===== src/rtl/pulse_period_monitor_if.sv =====
// Signal bundle between a pulse source/observer and pulse_period_monitor.
// The err_count signal exists only when PULSE_MON_ERRCNT_EN is defined.
interface pulse_period_monitor_if #(
   parameter int N = 3
) ();
   localparam int W = $clog2(2*N+1);

   logic         enable;
   logic         pulse_in;
   logic         locked;
   logic         period_err;
   logic         timeout;
   logic [W-1:0] meas_period;
`ifdef PULSE_MON_ERRCNT_EN
   logic [7:0]   err_count;

   modport slave  (input  enable, pulse_in,
                   output locked, period_err, timeout, meas_period, err_count);
   modport master (output enable, pulse_in,
                   input  locked, period_err, timeout, meas_period, err_count);
`else
   modport slave  (input  enable, pulse_in,
                   output locked, period_err, timeout, meas_period);
   modport master (output enable, pulse_in,
                   input  locked, period_err, timeout, meas_period);
`endif
endinterface


===== src/rtl/pulse_period_monitor.sv =====
// Checks that single-cycle pulses arrive every N clk cycles and locks after LOCK_CNT good intervals.
// Define PULSE_MON_ERRCNT_EN to add the saturating err_count output.
module pulse_period_monitor #(
   parameter int N        = 3,
   parameter int LOCK_CNT = 4
) (
   input  logic                  clk,
   input  logic                  resetn,
   pulse_period_monitor_if.slave mon
);
   localparam int             W        = $clog2(2*N+1);
   localparam logic [W-1:0]   ICNT_MAX = W'(2*N-1);
   localparam logic [W-1:0]   N_W      = W'(N);
   localparam logic [7:0]     LOCK_W   = 8'(LOCK_CNT);

   typedef enum logic [1:0] {IDLE, SEEK, ACQ, LOCKED} state_t;

   state_t       state;
   logic [W-1:0] icnt;
   logic [7:0]   good;
   logic [7:0]   good_next;
   logic         locked_q;
   logic         period_err_q;
   logic         timeout_q;
   logic [W-1:0] meas_q;
   logic [W-1:0] interval;
   logic         tracking;
   logic         bad_ev;
   logic         timeout_ev;

   // interval can reach 2N, which still fits in W bits
   assign interval   = icnt + W'(1);
   assign good_next  = good + 8'd1;
   assign tracking   = (state == ACQ) || (state == LOCKED);
   assign bad_ev     = mon.enable && tracking && mon.pulse_in && (interval != N_W);
   // a pulse in the last cycle wins over timeout and is evaluated as interval 2N
   assign timeout_ev = mon.enable && tracking && !mon.pulse_in && (icnt == ICNT_MAX);

   // NOTE: all state is updated with non-blocking assignments so every register
   // in this block samples the same pre-edge values, independent of statement order.
   always_ff @(posedge clk) begin
      if (!resetn) begin
         state        <= IDLE;
         icnt         <= '0;
         good         <= '0;
         locked_q     <= 1'b0;
         period_err_q <= 1'b0;
         timeout_q    <= 1'b0;
         meas_q       <= '0;
      end else begin
         period_err_q <= bad_ev;
         timeout_q    <= timeout_ev;
         if (!mon.enable) begin
            state    <= IDLE;
            icnt     <= '0;
            good     <= '0;
            locked_q <= 1'b0;
         end else begin
            case (state)
               IDLE: state <= SEEK;
               SEEK: begin
                  if (mon.pulse_in) begin
                     state <= ACQ;
                     icnt  <= '0;
                     good  <= '0;
                  end
               end
               ACQ, LOCKED: begin
                  if (mon.pulse_in) begin
                     icnt   <= '0;
                     meas_q <= interval;
                     if (bad_ev) begin
                        state    <= ACQ;
                        good     <= '0;
                        locked_q <= 1'b0;
                     end else if (state == ACQ) begin
                        good <= good_next;
                        if (good_next == LOCK_W) begin
                           state    <= LOCKED;
                           locked_q <= 1'b1;
                        end
                     end
                  end else if (timeout_ev) begin
                     state    <= SEEK;
                     icnt     <= '0;
                     good     <= '0;
                     locked_q <= 1'b0;
                  end else begin
                     icnt <= icnt + W'(1);
                  end
               end
               default: state <= IDLE;
            endcase
         end
      end
   end

   assign mon.locked      = locked_q;
   assign mon.period_err  = period_err_q;
   assign mon.timeout     = timeout_q;
   assign mon.meas_period = meas_q;

`ifdef PULSE_MON_ERRCNT_EN
   logic [7:0] err_count_q;

   // survives enable=0; only reset clears the history
   always_ff @(posedge clk) begin
      if (!resetn) begin
         err_count_q <= '0;
      end else if ((bad_ev || timeout_ev) && (err_count_q != 8'hFF)) begin
         err_count_q <= err_count_q + 8'd1;
      end
   end

   assign mon.err_count = err_count_q;
`endif

endmodule


===== src/flat_wrapper.sv =====
// flat-port wrapper written by rule: the top's interface ports become plain ports
module pulse_period_monitor_flat 
#(
   parameter int N        = 3,
   parameter int LOCK_CNT = 4
)
  (clk, resetn, mon_enable, mon_pulse_in, mon_locked, mon_period_err, mon_timeout, mon_meas_period);
  pulse_period_monitor_if #(.N(N)) mon_i ();
  input  logic clk;
  input  logic resetn;
  input wire logic [$bits(mon_i.enable)-1:0] mon_enable;
  input wire logic [$bits(mon_i.pulse_in)-1:0] mon_pulse_in;
  output wire logic [$bits(mon_i.locked)-1:0] mon_locked;
  output wire logic [$bits(mon_i.period_err)-1:0] mon_period_err;
  output wire logic [$bits(mon_i.timeout)-1:0] mon_timeout;
  output wire logic [$bits(mon_i.meas_period)-1:0] mon_meas_period;
  assign mon_i.enable = mon_enable;
  assign mon_i.pulse_in = mon_pulse_in;
  assign mon_locked = mon_i.locked;
  assign mon_period_err = mon_i.period_err;
  assign mon_timeout = mon_i.timeout;
  assign mon_meas_period = mon_i.meas_period;
  pulse_period_monitor #(.N(N), .LOCK_CNT(LOCK_CNT)) u_core (.clk(clk), .resetn(resetn), .mon(mon_i));
endmodule

===== config.mk =====
export PLATFORM = sky130hd
export DESIGN_NAME = pulse_period_monitor_flat
export DESIGN_NICKNAME = d
export VERILOG_FILES = /design/src/rtl/pulse_period_monitor_if.sv /design/src/rtl/pulse_period_monitor.sv /design/src/flat_wrapper.sv
export SDC_FILE = /design/constraint.sdc
export NUM_CORES = 1
export LEC_CHECK = 0
export BUFFER_PORTS_ARGS = -buffer_cell sky130_fd_sc_hd__buf_2
export CORE_MARGIN = 2
export CORE_UTILIZATION = 50
export CTS_CLUSTER_SIZE = 12
export DETAILED_ROUTE_END_ITERATION = 10
export PLACE_DENSITY = 0.72
export SYNTH_ARGS = -nofsm -noshare
export SYNTH_HDL_FRONTEND = slang
export SYNTH_SLANG_ARGS = --single-unit

===== constraint.sdc =====
create_clock -name clk -period 1.9 [get_ports clk]
set_clock_uncertainty 0.1 [all_clocks]
set_input_delay 0.285 -clock clk [delete_from_list [all_inputs] [get_ports clk]]
set_output_delay 0.285 -clock clk [all_outputs]
set_load 0.1 [all_outputs]

# Word-level counts from Yosys, hierarchy flattened
# Cells that the tools add are included.
# Widths: inputs -> output; s select.
dict set report op_classes {
  n_addsub 2
  eq_ne 12
  n_mux 22
  n_reduce_logical 17
}
# cell count
set op_table {}
lappend op_table {{$mux 8} 5}
lappend op_table {{$pmux 8 s2} 1}
lappend op_table {{$mux 2} 6}
lappend op_table {{$reduce_and 4->1} 3}
lappend op_table {{$mux 3} 3}
lappend op_table {{$add 8x1->8 const B} 1}
lappend op_table {{$eq 8x3->1 const B} 1}
lappend op_table {{$ne 4x2->1 const B} 2}
lappend op_table {{$ne 3x1->1 const B} 2}
lappend op_table {{$ne 3x2->1 const B} 2}
lappend op_table {{$pmux 2 s3} 1}
lappend op_table {{$pmux 3 s2} 1}
lappend op_table {{$logic_and 1x1->1} 5}
lappend op_table {{$mux 1} 5}
lappend op_table {{$eq 2x2->1 const B} 2}
lappend op_table {{$reduce_and 2->1} 2}
lappend op_table {{$reduce_bool 2->1} 2}
lappend op_table {{$add 3x1->3 const B} 1}
lappend op_table {{$eq 3x3->1 const B} 1}
lappend op_table {{$reduce_and 3->1} 1}
lappend op_table {{$eq 2x1->1 const B} 1}
lappend op_table {{$logic_not 2->1} 1}
lappend op_table {{$ne 2x2->1 const B} 1}
lappend op_table {{$reduce_or 2->1} 1}
lappend op_table {{other kinds (2)} 2}
dict set report totals {
  register_bits 19
  output_inout_bits 6
  elab_cells 60
}

# Longest topological paths before layout
# Gate-level depths: netlist of run 1.
dict set report depth {
  word_depth 8
  ltp_mapped 7
  mapped_depth_nobuf 7
}

# Least setup slack after synthesis of run 1
# Ideal clock, no wire load.
dict set report synth_timing {
  path_kind {reg2reg}
  startpoint {register u_core.good[0]}
  endpoint {register u_core.state[0]}
  setup_ns 0.070
  t_arrival_ns 1.600
  required_time_ns 1.730
  slack_ns 0.131
  path_stages_with_launch 7
  path_buffers 0
  cell_sequence {dfxtp_1 ha_1 and3_1 nand3_1 a21oi_1 or4_1 a21oi_1}
}
dict set report synth_between {
  elab_chain_len 4
}
# item line
set synth_lines {}
lappend synth_lines {{start, declared} pulse_period_monitor.sv:20} ;# logic [7:0] good;
lappend synth_lines {{start signal, assigned} pulse_period_monitor.sv:77} ;# good <= good_next;
lappend synth_lines {{$add 8x1->8} pulse_period_monitor.sv:33} ;# assign good_next = good + 8'd1;
lappend synth_lines {{$eq 8x3->1} pulse_period_monitor.sv:78} ;# if (good_next == LOCK_W) begin
lappend synth_lines {{$ne 4x2->1 (no line)} -}
lappend synth_lines {{$reduce_and 4->1 (no line)} -}
lappend synth_lines {{end signal, assigned} pulse_period_monitor.sv:43} ;# state <= IDLE;
lappend synth_lines {{end signal, assigned} pulse_period_monitor.sv:79} ;# state <= LOCKED;
lappend synth_lines {{end signal, assigned} pulse_period_monitor.sv:84} ;# state <= SEEK;
lappend synth_lines {{end, declared} pulse_period_monitor.sv:18} ;# state_t state;
# No other way between the ends.
# A chain may end at the register's enable or synchronous reset.

# Worst setup path after layout of run 1
# Same ends and word-level chain as after synthesis.

==> results of run 1 <==
[cells by family after synthesis]
kind of cell	after synthesis	synth area share
simple gates	55	0.293
compound gates	35	0.208
flops	19	0.377
buf+inv	6	0.0310
fa+ha+maj	5	0.0620
xor+xnor	2	0.0174
mux	1	0.0112
[power groups by stage]
stage               combinational [W]  clock [W]  sequential (W)
floorplan                   0.0000215          0        0.000418
global placement            0.0000405          0        0.000414
detailed placement          0.0000416          0        0.000414
CTS                         0.0000417   0.000209        0.000405
global route                0.0000474   0.000235        0.000406
finish                      0.0000415   0.000195        0.000405
[flip-flops by register name (all words and copies together) (netlist names)]
signal and flops:
u_core.good 8, u_core.icnt 3, u_core.mon.locked 1, u_core.mon.meas_period 3
u_core.mon.period_err 1, u_core.mon.timeout 1, u_core.state 2
[critical path, delay by kind of cell (launching register included)]
family | cells | cell delay (ns)
AND/OR/NAND/NOR | 3 | 0.84
flip-flops | 1 | 0.36
adder cells (fa/ha/maj) | 1 | 0.22
AO/OA/AOI/OAI | 2 | 0.22
[metal layers]
metal  share of wire  vias up  track usage
li1                -      484            -
met1            0.44      408        0.223
met2            0.52        9        0.306
met3           0.019        4       0.0399
met4           0.014        0       0.0857
met5               0        -            0
[layout make-up]
class / count / area [sq um]
fill: 189 / 758
multi-input combinational: 98 / 613
sequential: 19 / 382
timing repair buffer: 16 / 97.6
tap: 27 / 33.8
clock buffer: 4 / 26.3
inverter: 3 / 11.3
[worst min path at each step]
stage | start | to | slack [ns] | cells after the start
global route | resetn | u_core.mon.meas_period[1] | 0.15 | 2
floorplan | resetn | u_core.mon.meas_period[0] | 0.31 | 1
CTS | resetn | u_core.mon.meas_period[1] | 0.16 | 2
global placement | u_core.mon.locked | u_core.mon.locked | 0.35 | 2
detailed placement | u_core.mon.locked | u_core.mon.locked | 0.35 | 2
finish | resetn | u_core.mon.meas_period[1] | 0.17 | 2
[timing repair]
item                                    4_1_cts  5_1_grt
gates resized for setup                       1        3
hold buffers                                  0        0
setup buffers                                 0        1
endpoints found under the setup margin        4       10
pin swaps                                     1        1
gates cloned                                  0        0
[layout by cell type, fill, tap and decap left out, drive strengths merged, types with 3 or more instances in the layout]
cell type,count
nand2,19
dfxtp,19
a21oi,18
buf,16
nor2,8
nand3,7
o22ai,6
and3,6
ha,5
o21ai,4
clkbuf,4
inv,3
nand4,3
[through the flow]
stage / area [sq um] / setup slack (ns) / hold WS [ns] / total power [W]
floorplan: 1010 / 0.131 / 0.307 / 0.000439
global placement: 1110 / 0.0312 / 0.355 / 0.000454
detailed placement: 1110 / -0.00245 / 0.353 / 0.000455
CTS: 1140 / 0.0499 / 0.160 / 0.000655
global route: 1160 / 0.0201 / 0.146 / 0.000688
finish: 1160 / 0.107 / 0.168 / 0.000641
==> results.json, run 1 <==
{
  "cts-buffers-inserted": 3,
  "ant_nets": 0,
  "ir_worst_vdd_mv": 0.381,
  "cpPeakStageDelay_ns": 0.54,
  "power_density_mw_per_mm2": 551,
  "grt_overflow": 0,
  "drive_above_1_share": 0.207,
  "crit_path_end": "u_core.state[0]",
  "cts.sink_count": 19,
  "yosysSeqAreaShare": 0.377,
  "p_int_w": 0.000495,
  "pin_count": 10,
  "critPathArrivalTime_ns": 1.92,
  "n_antenna_cell": 0,
  "clk_pin_slew_ns": 0.10,
  "initial_core_util": 0.525,
  "place_inst": 162,
  "hold_viol_final": 0,
  "cpMaxStageDelayCell": "or4_1",
  "vias_per_cell": 5.42,
  "drc": 0,
  "comb_power_share": 0.065,
  "final_core_util": 0.605,
  "leakage_nw": 0.471,
  "fmax_mhz": 558,
  "die_x_um": 48.9,
  "grt_start_max_net_pins": 11,
  "synth_nets": 132,
  "ys_types": 35,
  "cts_tree": "built",
  "routabilityCongestion": 0.810,
  "swShare": 0.228,
  "ys_top_cells_by_count": "dfxtp_1, nand2_1, a21oi_1",
  "antenna_found_initial": 0,
  "layout.cells.non_filler": 167,
  "synthCells": 123,
  "synth_top_area_frac": 0.377,
  "cp-start-kind": "flop",
  "netlist_area_sq_mm": 0.00101,
  "die_h_um": 48.9,
  "async_flop_share": 0,
  "synth-seq-cells": 19,
  "rsz0062_at_grt": "false",
  "grt_use_total": 0.183,
  "clock_path_buffers": 2,
  "status": "complete, no violations",
  "totalWireLength_mm": 1.94,
  "clkPwrFrac": 0.304,
  "num_vias": 905,
  "cpMostUsedCell": "a21oi_1",
  "crit_required_ns": 2.03,
  "power_switching_w": 0.000146,
  "post_drt_wl_per_cell_um": 11.6,
  "crit_type": "reg2reg",
  "fin_crit_sh": 0.944,
  "r2r-start": "u_core.good[0]",
  "die_area_sq_mm": 0.00239,
  "grt_pass1_vias": 840,
  "setup_violations": 0,
  "crit_path_cell_trace": "ha_1, and3_1, nand3_1, a21oi_1, or4_1, a21oi_1",
  "final.setup.tns_ns": 0,
  "worstPathMaxFanout": 6,
  "syn_area_per_cell_sq_um": 8.20,
  "yosysWarnings": 0,
  "dr.pass1.iters": 4,
  "ys.flop_type": "dfxtp_1",
  "power_frac_seq": 0.631,
  "r2r_cells": 6,
  "grt_pass1_wl_mm": 3.42,
  "io_buffer_count": 9,
  "critPathLaunch": "u_core.good[0]",
  "max_slew_margin": 0.679,
  "nNetsFinal": 150,
  "cts_max_level": 1,
  "hp-class": "in2reg",
  "tightest_slew_ns": 0.484,
  "area_growth_pct": 15.4,
  "r2r-end": "u_core.state[0]",
  "yosysTopAreaCell": "dfxtp_1",
  "dp.final_hpwl_mm": 1.48,
  "design.core.area_sq_mm": 0.00192,
  "setup.worst_path.end_class": "flop",
  "r2r_setup_slack_ns": 0.11,
  "synth_edf_count": 0,
  "max_cap_viol_count": 0,
  "fin_crit_ns": 1.79,
  "cts_root_buf": "clkbuf_4",
  "row_count": 16,
  "synth_area_leaders": "dfxtp_1, a21oi_1, nand2_1, ha_1, o22ai_1",
  "clk_latency_ns": 0.29,
  "drt_iter0_drc": 7,
  "slew_violations": 0
}
No activity file was read; power rests on OpenSTA's default activity.
==> run 2: changes to the inputs <==
--- a/config.mk
+++ b/config.mk
@@ -6,11 +6,12 @@
 export NUM_CORES = 1
 export LEC_CHECK = 0
 export BUFFER_PORTS_ARGS = -buffer_cell sky130_fd_sc_hd__buf_2
+export CAP_MARGIN = 5
 export CORE_MARGIN = 2
-export CORE_UTILIZATION = 50
+export CORE_UTILIZATION = 51
 export CTS_CLUSTER_SIZE = 12
 export DETAILED_ROUTE_END_ITERATION = 10
-export PLACE_DENSITY = 0.72
+export PLACE_DENSITY_LB_ADDON = 0.1
 export SYNTH_ARGS = -nofsm -noshare
 export SYNTH_HDL_FRONTEND = slang
 export SYNTH_SLANG_ARGS = --single-unit
==> results.json, run 2 (synthesis gave the netlist of run 1 again) <==
{
  "cts_max_level": 1,
  "pin_count": 10,
  "cts.sink_count": 19,
  "die_x_um": 48.5,
  "hp-class": "in2reg",
  "ant_nets": 0,
  "cts-buffers-inserted": 3,
  "critPathArrivalTime_ns": 1.96,
  "post_drt_wl_per_cell_um": 12.4,
  "r2r-start": "u_core.good[0]",
  "final_core_util": 0.605,
  "post-place-ws_ns": -0.0110,
  "cts_root_buf": "clkbuf_4",
  "area_growth_pct": 15.4,
  "dr.pass1.iters": 4,
  "hold_buffers": 0,
  "row_count": 16,
  "dpl_cell_area_sq_mm": 0.00110,
  "min_to": "u_core.mon.meas_period[1]",
  "grt_pass1_wl_mm": 3.64,
  "routabilityCongestion": 0.844,
  "fin_crit_sh": 0.958,
  "setup.worst_path.end_class": "flop",
  "die_h_um": 48.5,
  "r2r_cells": 6,
  "power_switching_w": 0.000159,
  "layout.cells.non_filler": 165,
  "comb_power_share": 0.068,
  "drt_iter0_drc": 13,
  "final.setup.tns_ns": 0,
  "worstPathMaxFanout": 6,
  "r2r-end": "u_core.state[0]",
  "nNetsFinal": 148,
  "crit_required_ns": 2.04,
  "max_slew_margin": 0.680,
  "largest_reg_flops": 8,
  "drive_above_1_share": 0.225,
  "grt_start_max_net_pins": 12,
  "leakage_nw": 0.459,
  "ir_worst_vdd_mv": 0.516,
  "cp-start-kind": "flop",
  "final_cell_mix": "nand2_1, dfxtp_1, a21oi_1",
  "power_frac_seq": 0.619,
  "hold_viol_final": 0,
  "setup_slack_ns": 0.0803,
  "max_cap_viol_count": 0,
  "clk_latency_ns": 0.30,
  "power_density_mw_per_mm2": 562,
  "drc": 0,
  "setup_violations": 0,
  "finalInstanceArea_sq_mm": 0.00116,
  "io_buffer_count": 9,
  "n_antenna_cell": 0,
  "largest_register": "u_core.good",
  "grt_use_total": 0.198,
  "crit_type": "reg2reg",
  "initial_core_util": 0.525,
  "grt_pass1_vias": 893,
  "fin_crit_ns": 1.82,
  "clock_path_buffers": 2,
  "min-delay-start": "resetn",
  "swShare": 0.244,
  "cts_tree": "built",
  "tightest_slew_ns": 0.484,
  "grt_overflow": 0,
  "p_int_w": 0.000494,
  "clkPwrFrac": 0.313,
  "fmax_mhz": 550,
  "num_vias": 940,
  "vias_per_cell": 5.70,
  "place_inst": 161,
  "dp.final_hpwl_mm": 1.54,
  "die_area_sq_mm": 0.00235,
  "slew_violations": 0,
  "clk_pin_slew_ns": 0.10,
  "antenna_found_initial": 0,
  "status": "complete, no violations",
  "hold_path_depth": 2,
  "design.core.area_sq_mm": 0.00192,
  "totalWireLength_mm": 2.04,
  "r2r_setup_slack_ns": 0.08
}
==> run 2: worst max path at each step <==
stage                         startpoint              end  slack, ns  depth (start not counted)
after floorplan           u_core.good[0]  u_core.state[0]       0.13                          6
after global placement    u_core.good[0]  u_core.state[0]      -0.03                          6
after detailed placement  u_core.good[0]  u_core.state[0]      -0.01                          6
after CTS                 u_core.icnt[1]   u_core.good[6]       0.01                          6
after global routing      u_core.icnt[0]   u_core.good[0]      -0.02                          7
final                     u_core.good[0]  u_core.state[0]       0.08                          6
==> run 2: what timing repair did <==
action / in CTS / in global routing
gates resized for setup: 2 / 6
pin swaps: 0 / 1
endpoints found under the setup margin: 1 / 10
hold endpoints to repair: 0 / 0
buffers inserted: 0 / 0
==> run 2: per-stage QoR <==
stage / hold WS, ns / total power [W]
after floorplan: 0.307 / 0.000439
after detailed placement: 0.345 / 0.000457
after CTS: 0.147 / 0.000661
after global placement: 0.336 / 0.000457
after global routing: 0.142 / 0.000683
final: 0.151 / 0.000654
==> run 2: power groups by stage <==
| stage | Clock (W) | Sequential [W] | Combinational (W) |
|---|---|---|---|
| final | 0.000204 | 0.000405 | 0.0000445 |
| after global routing | 0.000228 | 0.000406 | 0.0000492 |
| after CTS | 0.000212 | 0.000405 | 0.0000435 |
| after detailed placement | 0 | 0.000414 | 0.0000429 |
| after global placement | 0 | 0.000414 | 0.0000430 |
| after floorplan | 0 | 0.000418 | 0.0000215 |
==> run 2: final cells by class <==
| cell class | instances | area, sq um |
|---|---|---|
| clock buffers | 3 | 22.5 |
| clock inverters | 1 | 5.00 |
| fillers | 191 | 758 |
| well taps | 27 | 33.8 |
| inverters | 3 | 11.3 |
| multi-input cells | 98 | 627 |
| repair buffers | 14 | 82.6 |
| flip-flops and latches | 19 | 382 |
==> run 2: critical path, stage by stage (launching register included) <==
cell and delay [ns]:
dfxtp_2 0.36, ha_2 0.20, and3_1 0.21, nand3_1 0.10, a21oi_1 0.07, or4_4 0.56
a21oi_2 0.15
==> run 2: routing by layer <==
metal  part of all wire  GRT usage  up-vias
li1                   -          -      479
met2               0.50      0.345       19
met4              0.031      0.124        0
met5                  0          0        -
met1               0.43      0.219      435
met3              0.031     0.0432        7
==> run 3: changes to the inputs <==
--- a/config.mk
+++ b/config.mk
@@ -6,11 +6,12 @@
 export NUM_CORES = 1
 export LEC_CHECK = 0
 export BUFFER_PORTS_ARGS = -buffer_cell sky130_fd_sc_hd__buf_2
-export CAP_MARGIN = 5
+export CAP_MARGIN = 10
 export CORE_MARGIN = 2
-export CORE_UTILIZATION = 51
+export CORE_UTILIZATION = 55
 export CTS_CLUSTER_SIZE = 12
 export DETAILED_ROUTE_END_ITERATION = 10
+export GPL_TIMING_DRIVEN = 0
 export PLACE_DENSITY_LB_ADDON = 0.1
 export SYNTH_ARGS = -nofsm -noshare
 export SYNTH_HDL_FRONTEND = slang
==> constraint.sdc (replaced) <==
create_clock -name clk -period 1.8 [get_ports clk]
set_clock_uncertainty 0.1 [all_clocks]
set_input_delay 0.27 -clock clk [delete_from_list [all_inputs] [get_ports clk]]
set_output_delay 0.27 -clock clk [all_outputs]
set_load 0.1 [all_outputs]
==> results.json, run 3 (synthesis gave the netlist of run 1 again) <==
{
  "status": "complete, no violations",
  "cts_root_buf": "clkbuf_4",
  "fin_total_pwr_w": 0.000702,
  "setup_violations": 0,
  "drive_above_1_share": 0.326,
  "dp.final_hpwl_mm": 1.43,
  "post_drt_wl_per_cell_um": 14.8,
  "crit_path_cell_trace": "ha_4, xnor2_4, nand2_4, nor4_4, buf_4, nand2_1, o22ai_1",
  "clk_pin_slew_ns": 0.11,
  "antenna_found_initial": 0,
  "largest_reg_flops": 8,
  "row_count": 15,
  "dr.pass1.iters": 4,
  "tightest_slew_ns": 0.483,
  "clock_path_buffers": 2,
  "cp-start-kind": "flop",
  "io_buffer_count": 9,
  "die_area_sq_mm": 0.00219,
  "design.core.area_sq_mm": 0.00173,
  "grt_start_max_net_pins": 11,
  "max_slew_margin": 0.680,
  "largest_register": "u_core.good",
  "ir_worst_vdd_mv": 0.403,
  "crit_type": "reg2reg",
  "critPathArrivalTime_ns": 1.93,
  "drt_iter0_drc": 23,
  "crit_required_ns": 1.93,
  "vias_per_cell": 5.98,
  "clk_latency_ns": 0.30,
  "die_x_um": 46.8,
  "cts-buffers-inserted": 3,
  "die_h_um": 46.8,
  "hold_ws_ns": 0.130,
  "n_antenna_cell": 0,
  "cpPeakStageDelay_ns": 0.39,
  "grt_use_total": 0.239,
  "hp-class": "in2reg",
  "hold_viol_final": 0,
  "final_cell_mix": "nand2_1, a21oi_1, dfxtp_1",
  "cts.sink_count": 19,
  "grt_pass1_wl_mm": 3.68,
  "worstPathMaxFanout": 7,
  "fmax_mhz": 557,
  "cpLargestDelayFamily": "simple AND/OR/NAND/NOR gates",
  "initial_core_util": 0.584,
  "grt_pass1_vias": 831,
  "slew_violations": 0,
  "fin_crit_sh": 0.997,
  "cts_tree": "built",
  "leakage_nw": 0.480,
  "nNetsFinal": 151,
  "pin_count": 10,
  "final_common_cell": "nand2_1",
  "cpMaxStageDelayCell": "dfxtp_4",
  "routabilityCongestion": 0.817,
  "num_vias": 992,
  "power_density_mw_per_mm2": 538,
  "ant_nets": 0,
  "fin_crit_ns": 1.79,
  "hold_buffers": 0,
  "totalWireLength_mm": 2.46,
  "drc": 0,
  "setup.worst_path.end_class": "flop",
  "cp_num_buf_inv": 1,
  "grt_overflow": 0,
  "cts_max_level": 1,
  "final_core_util": 0.756,
  "max_cap_viol_count": 0,
  "area_growth_pct": 29.4
}
[run 3: cell types whose count changed in the layout (fill, tap and decap cells not counted), sizes merged]
cell	change
buf	+2
clkbuf	+2
clkinv	-1
[run 3: report_power, final]
group	internal, W	switching (W)
Sequential	0.000419	0.00000604
Clock	0.0000864	0.000133
Combinational	0.0000207	0.0000366
Total	0.000526	0.000176
[run 3: metal layers]
metal  vias to the layer above  track usage  share of wire
li1                        488            -              -
met1                       470        0.334           0.45
met2                        27        0.348           0.48
met3                         7       0.0346          0.044
met4                         0        0.139          0.021
met5                         -            0              0
[run 3: area by class of cell]
cell class                 count  area, sq um
tap                           25         31.3
fill                         134          422
timing repair buffer          14         95.1
sequential                    19          395
inverter                       3         11.3
buffer                         3         20.0
multi-input combinational     98          726
clock buffer                   4         26.3
[run 3: metrics by stage]
stage	setup WS (ns)	instances	TNS [ns]	area, sq um
6_report	0.00523	166	0	1310
5_1_grt	-0.0430	166	-0.0802	1310
4_1_cts	0.00435	163	0	1210
3_5_place_dp	-0.281	157	-1.73	1080
3_3_place_gp	-0.277	157	-1.69	1080
2_1_floorplan	0.0306	123	0	1010
[run 3: worst reg2reg max path, stage by stage, from the launching register on]
cell     delay [ns]
dfxtp_4        0.39
ha_4           0.19
xnor2_4        0.18
nand2_4        0.13
nor4_4         0.38
buf_4          0.19
nand2_1        0.05
o22ai_1        0.12
[run 3: final timing paths]
| check | from | end | slack (ns) | cells past startpoint |
|---|---|---|---|---|
| worst max-delay path | u_core.icnt[0] | u_core.good[2] | 0.005 | 7 |
| worst max register to register | u_core.icnt[0] | u_core.good[2] | 0.005 | 7 |
| worst min-delay path | resetn | u_core.mon.meas_period[1] | 0.13 | 2 |
| worst min register to register | u_core.mon.locked | u_core.mon.locked | 0.35 | 2 |
[run 3: repair_timing]
item	CTS	global route
hold endpoints to repair	0	0
endpoints found under the setup margin	10	9
pin swaps	3	4
setup buffers	2	3
gates resized for setup	15	17
